## config.mk

```make
export PLATFORM = sky130hd
export DESIGN_NAME = detect_count_bcd
export DESIGN_NICKNAME = d
export VERILOG_FILES = /design/src/rtl/detect_count_bcd.sv
export SDC_FILE = /design/constraint.sdc
export NUM_CORES = 1
export LEC_CHECK = 0
export CAP_MARGIN = 30
export CORE_MARGIN = 4
export CORE_UTILIZATION = 59
export DETAILED_ROUTE_END_ITERATION = 8
export PLACE_DENSITY = 0.87
export SLEW_MARGIN = 15
export SYNTH_ARGS = -nofsm -noshare
export SYNTH_HDL_FRONTEND = slang
export SYNTH_SLANG_ARGS = --single-unit
```

## constraint.sdc

```tcl
create_clock -name clk -period 3.5 [get_ports clk]
set_clock_uncertainty 0.1 [all_clocks]
set_input_delay 0.525 -clock clk [delete_from_list [all_inputs] [get_ports clk]]
set_output_delay 0.525 -clock clk [all_outputs]
set_load 0.01 [all_outputs]
```

## src/rtl/detect_count_bcd.sv

```systemverilog
// rtl/detect_count_bcd.sv - per-period BCD detection counter with last/best latch and display registers
module detect_count_bcd #(
    parameter bit          EDGE_DETECT = 1'b1,
    parameter logic [15:0] SAT_BCD     = 16'h9999
) (
    input  logic       clk,
    input  logic       reset,
    input  logic       detector_out,
    input  logic       max_tick,
    input  logic       show_best,
    output logic [3:0] d3,
    output logic [3:0] d2,
    output logic [3:0] d1,
    output logic [3:0] d0,
    output logic       new_result,
    output logic       overflow
);

    logic        det_q;
    logic [15:0] live;
    logic [15:0] last;
    logic [15:0] best;
    logic        evt;
    logic        at_sat;
    logic [15:0] live_next;

    function automatic logic [15:0] bcd_inc(input logic [15:0] v);
        logic [15:0] r;
        logic        carry;
        r     = v;
        carry = 1'b1;
        for (int i = 0; i < 4; i++) begin
            if (carry) begin
                if (r[4*i +: 4] == 4'd9) begin
                    r[4*i +: 4] = 4'd0;
                end else begin
                    r[4*i +: 4] = r[4*i +: 4] + 4'd1;
                    carry       = 1'b0;
                end
            end
        end
        return r;
    endfunction

    always_comb begin
        evt       = EDGE_DETECT ? (detector_out & ~det_q) : detector_out;
        at_sat    = (live == SAT_BCD);
        live_next = live;
        // live_next already includes an event landing on the period-end cycle
        if (evt && !at_sat) begin
            live_next = bcd_inc(live);
        end
    end

    always_ff @(posedge clk) begin
        if (reset) begin
            det_q            <= 1'b0;
            live             <= 16'h0000;
            last             <= 16'h0000;
            best             <= 16'h0000;
            {d3, d2, d1, d0} <= 16'h0000;
            new_result       <= 1'b0;
            overflow         <= 1'b0;
        end else begin
            det_q      <= detector_out;
            new_result <= max_tick;
            if (evt && at_sat) begin
                overflow <= 1'b1;
            end
            if (max_tick) begin
                last <= live_next;
                live <= 16'h0000;
                // Valid BCD digits order the same as plain binary, MSD first
                if (live_next > best) begin
                    best <= live_next;
                end
            end else begin
                live <= live_next;
            end
            {d3, d2, d1, d0} <= show_best ? best : last;
        end
    end

endmodule

```

Word level (Yosys, flattened, before mapping). Index checks and enable logic that the tools add are counted.

Logic and storage cells: 44. Register bits: 67. Bits of input ports: 5.

Bitwise gates (word level): 2. Reduce and logical (&&, ||, !) cells: 5. Add/sub/neg operators: 4. Equality and inequality tests: 5. Magnitude comparators: 1. Muxes and demuxes: 17.

Operator list (number): 16-bit two-way mux (2); 4-bit two-way mux (7); 4-bit by 1-bit adder with 4-bit output, second input constant (4); 16-bit == test, second input constant (1); 4-bit == test, second input constant (4); 16-bit > comparator (1); 1-bit two-way mux (8); 1-bit logical AND (2); 2-bit AND reduction (1); 2-bit OR reduction (1); 1-bit AND (1); 1-bit logical NOT (1); 1-bit inverter (1).

Logic depth before layout (Yosys ltp).
Word-level depth: 12. Depth in mapped cells: 15. Mapped depth without buffers: 13.

Worst setup path before layout. Ideal clock, no wire load.

Path kind: register to register. Start: register live[9]. End: register best[2]. Data required time: 3.253 ns. Path slack: 0.272 ns. Stages on the path, launching flop included: 16. Data arrival time: 2.980 ns. Library setup time: 0.147 ns. Path buffers: 2. Period minus slack after synthesis: 3.228 ns. Path through: dfxtp_1 inv_1 ha_1 and3b_1 buf_2 a21oi_2 o21ai_1 a21oi_1 inv_1 ha_1 a21oi_1 a311oi_2 a2111o_1 o21ai_2 buf_6 a211oi_1.

RTL lines: start: declaration (RTL line 20) `logic [15:0] live;`; start signal: assignment (RTL line 78) `live <= live_next;`; 16-bit == test (RTL line 47) `at_sat = (live == SAT_BCD);`; 1-bit logical NOT (RTL line 50) `if (evt && !at_sat) begin`; 1-bit logical AND (RTL line 50); 16-bit two-way mux (RTL line 50); via live_next[7] (RTL line 25) `logic [15:0] live_next;`; 16-bit > comparator (RTL line 74) `if (live_next > best) begin`; 2-bit AND reduction (no source line); end signal: assignment (RTL line 75) `best <= live_next;`; end: declaration (RTL line 22) `logic [15:0] best;`.

The timed path passes the listed nets, and every way through them passes these cells. The select of a mux whose other input is x is not followed. A chain may end at the register's enable or synchronous reset.

Worst setup path after layout.
Start: register live[9]. End: register best[14].

Longest elaborated chain between the ends: 8.

Ends and longest elaborated chain: 4-bit == test (RTL line 34) `if (r[4*i +: 4] == 4'd9) begin`; 1-bit two-way mux (RTL line 34); 1-bit two-way mux (RTL line 33) `if (carry) begin`; 1-bit two-way mux (RTL line 50); 4-bit two-way mux (RTL line 33); 16-bit two-way mux * (RTL line 50); via live_next[15] (RTL line 25); 16-bit > comparator * (RTL line 74); 2-bit AND reduction (no source line) *.

The timed path passes the listed nets; every way through them passes the cells marked *. The select of a mux whose other input is x is not followed.

==> impl_results.md <==
* Status: finished with violations
* Failing checks: setup timing
* IO buf count at 22
* Synth area leader: dfxtp_1
* #FFs+latches synth at 67
* Die ar. at 7048 um2
* Pwr dens at 510.7 nW/um2
* Final-layout fill cell count at 275
* Post-DR vias/cell at 6.598
* Layout cells sized above 1 at 0.3107
* Starting DRT DRC Count at 477
* Unrepaired setup endpoints after global routing: yes
* Post-synth EDFFs at 0
* Via count at 3385
* Vias in the first global route at 2905
* DRC Markers at 0
* Post-Syn Nets at 395
* Global-route wire length before repair at 14300 um
* Register area share after synthesis at 0.3941
* Crit Path Max Fanout at 6
* Dpl ws at -0.2133 ns
* Largest net degree at the start of global routing at 46
* Flop pwr share at 0.370
* Leakage power at 1.918 nW
* Synth area leaders: dfxtp_1 (39%), ha_1 (8.8%), nor2_1 (6.0%)
* Top_reg_cell synth: dfxtp_1
* Worst path slowest cell: or4_4
* Length in cells of the worst reg-to-reg path at 14
* NetSw at 0.0007834 W
* Critical Path AT at 3.77 ns
* DP Wirelength at 5919 um
* Final setup violating endpoints at 16
* H-tree lvl count at 3
* Register Area at 1349 um2
* Hold Crit Depth at 2
* TritonCTS clock tree: yes
* Combinational group share of total power at 0.319
* Peak VDD IR at 0.3390 mV
* Share of the clock period used by the worst path at 1.033
* Total track usage at 0.2553
* CTS root buffer: clkbuf_8
* Initial antenna violation count at 0
* Reg2reg start: live[9]
* Horiz. Die Dim at 83.95 um
* Worst slew margin at 0.3621
* Max Slew Vio Count at 0
* Switching part of the total at 0.3363
* Distinct cells, synth at 62
* WP buf/inv at 3
* Top delay family on crit path: compound AO/OA/AOI/OAI gates
* Area of the multi-input gates at 2100 um2
* TritonCTS buffer count at 9
* Area grow syn2layout at 34.01%
* FF-to-FF End: best[14]
* CTS Sinks at 67
* Final GP Congestion at 0.9657
* Worst-path cell chain: inv_1 -> ha_4 -> nand3b_4 -> or4_4 -> nor2_4 -> xnor2_2 -> inv_1 -> ha_4 -> nand4_4 -> a311oi_4 -> a2111o_1 -> o21ai_4 -> clkbuf_16 -> a221oi_2
* Grt ovf at 0
* Synth Warn # at 0
* Clk slew on worst S/H paths at 0.08 ns
* CTS Buffer Depth at 2
* Mean Syn Cell Area at 9.299 um2
* HP Class: reg -> reg
* Initial Util at 0.6143
* Mapped Cells at 366
* Clock share of power at 0.311
* Std-Cell Core Area at 5540 um2
* CP peak stage delay at 0.55 ns
* Worst hold slack at 0.3840 ns
* Max_cap viols at 0
* Row Count at 27
* Tmin final at 3.614 ns
* WL final at 11610 um
* Antenna-violating nets left at 0
* Synthesized area at 3403 um2
* CP required at 3.66 ns
* Number of nets in the layout at 466
* Launch point of the worst hold path: overflow
* Internal at 0.001546 W
* IO Pins at 23
* Diode count at 0
* Routed len/inst at 22.63 um
* Fmax at 0.2767 GHz
* Pre-antenna DRT Iters at 8
* Reg2Reg Setup Slack at -0.11 ns
* Post-synth top area share at 0.3941
* Clock latency on the worst-skew pair at 0.35 ns
* Type of the worst setup path: reg -> reg
* Worst-Margin Slew at 0.9568 ns
* Hold-fix buffers, CTS at 0
* Async SR Flop Fraction at 0
* Final Hold Violating Endpoints at 0
* CP Launch Type: flop
* Hold Path End: overflow
* Die Height at 83.95 um
* Crit. End Element: flop
* Setup WS post-layout at -0.1142 ns
[cell usage after synthesis, types with 2 or more instances]
| library cell | number |
|---|---|
| dfxtp_1 | 67 |
| and3_1 | 2 |
| and3b_1 | 4 |
| mux2i_1 | 19 |
| nand2_1 | 16 |
| nor2_1 | 54 |
| nor3b_1 | 2 |
| clkbuf_1 | 10 |
| nor3_1 | 9 |
| o21ai_0 | 2 |
| buf_2 | 3 |
| nand3b_1 | 3 |
| ha_1 | 24 |
| inv_1 | 38 |
| nand4_1 | 4 |
| nand4_2 | 2 |
| a21oi_1 | 13 |
| a221oi_2 | 10 |
| nor2b_1 | 2 |
| xnor2_1 | 2 |
| nand3_1 | 7 |
| o221a_1 | 5 |
| nand2b_1 | 2 |
| o21a_1 | 2 |
| a211oi_1 | 20 |
| o21ai_1 | 8 |
[placed cells by master (no fill, tap or decap), types with 2 or more instances in the layout]
cell type        netlist  final
clkinv_2               0      2
mux2i_1               19     19
a21oi_1               13      6
o221a_1                5      5
nor3_2                 1      2
and3b_2                0      4
ha_1                  24     17
nor2b_1                2      2
nor3_1                 9      7
nand4_4                0      2
a211oi_1              20     20
clkbuf_8               0     10
ha_4                   0      5
bufinv_16              0      2
inv_1                 38     37
dfxtp_1               67     63
o21ai_2                1      3
ha_2                   0      2
nor3b_1                2      2
nand3_1                7      6
nor2_1                54     54
o21ai_0                2      2
o21ai_1                8      5
nand2_1               16     15
and3_1                 2      2
dfxtp_2                0      3
clkdlybuf4s50_1        0     20
buf_4                  1     51
a21oi_2                1      7
a311oi_4               0      2
a221oi_2              10     10
nand3b_1               3      3
nand4_1                4      4
[worst max-delay path by stage]
stage	from	to	slack, ns	cells after the start
floorplan	live[9]	best[2]	0.27	15
global placement	detector_out	best[8]	-0.08	13
detailed placement	detector_out	best[7]	-0.21	12
CTS	live[9]	best[13]	0.00009	14
global route	live[9]	best[14]	-0.18	14
finish	live[9]	best[14]	-0.11	14
[state kept, by name, summed over array words and instances, names as in the netlist]
| name | count |
|---|---|
| live | 16 |
| d1 | 4 |
| d0 | 4 |
| overflow | 1 |
| last | 16 |
| new_result | 1 |
| best | 16 |
| d3 | 4 |
| det_q | 1 |
| d2 | 4 |
[routing by layer]
metal | wire length, um | GRT usage | vias to the layer above
met5 | 0 | 0 | -
met2 | 5245 | 0.4085 | 274
met3 | 1262 | 0.05824 | 94
met4 | 757 | 0.1170 | 0
li1 | - | - | 1450
met1 | 4344 | 0.3262 | 1567
[power groups by stage]
stage / sequential, W / clock, W / combinational [W]
5_1_grt: 0.000867 / 0.000749 / 0.000765
3_3_place_gp: 0.000870 / 0 / 0.000518
2_1_floorplan: 0.000876 / 0 / 0.000351
4_1_cts: 0.000858 / 0.000712 / 0.000568
3_5_place_dp: 0.000874 / 0 / 0.000540
6_report: 0.000862 / 0.000724 / 0.000743
[repair_timing]
item | 4_1_cts | 5_1_grt
setup buffers | 0 | 8
gates resized for setup | 4 | 53
pin swaps | 4 | 16
endpoints found under the setup margin | 11 | 16
cloned | 0 | 2
[cell type report]
type	instances	area share
repair buffers	76	0.1449
clock inverters	5	0.01701
well taps	72	0.01975
flip-flops and latches	67	0.2957
inverters	39	0.03210
multi-input cells	244	0.4604
clock buffers	10	0.03018
[through the flow]
step	setup TNS, ns	cells	instance area [um2]	total power (W)	utilization
4_1_cts	0	502	4208	0.002138	0.7595
5_1_grt	-2.213	513	4561	0.002381	0.8232
2_1_floorplan	0	366	3403	0.001228	-
6_report	-0.9454	513	4561	0.002329	0.8232
3_3_place_gp	-1.224	487	3969	0.001388	0.7164
3_5_place_dp	-3.140	487	3969	0.001414	0.7164
[worst min-delay path, delay by kind of cell (launching register included)]
kind / cells / cell delay, ns
flops: 1 / 0.34
simple gates: 2 / 0.12
[cells by family (layout without fill, tap and decap cells)]
logic type      Yosys count  after routing  synth area share
compound gates           78             78            0.2018
xor+xnor                  3              3          0.007722
fa+ha+maj                24             24           0.08824
buf+inv                  55            130           0.06507
flops                    67             67            0.3941
mux                      20             20           0.05919
simple gates            119            119            0.1838
Power figures use the tool's default switching activity.
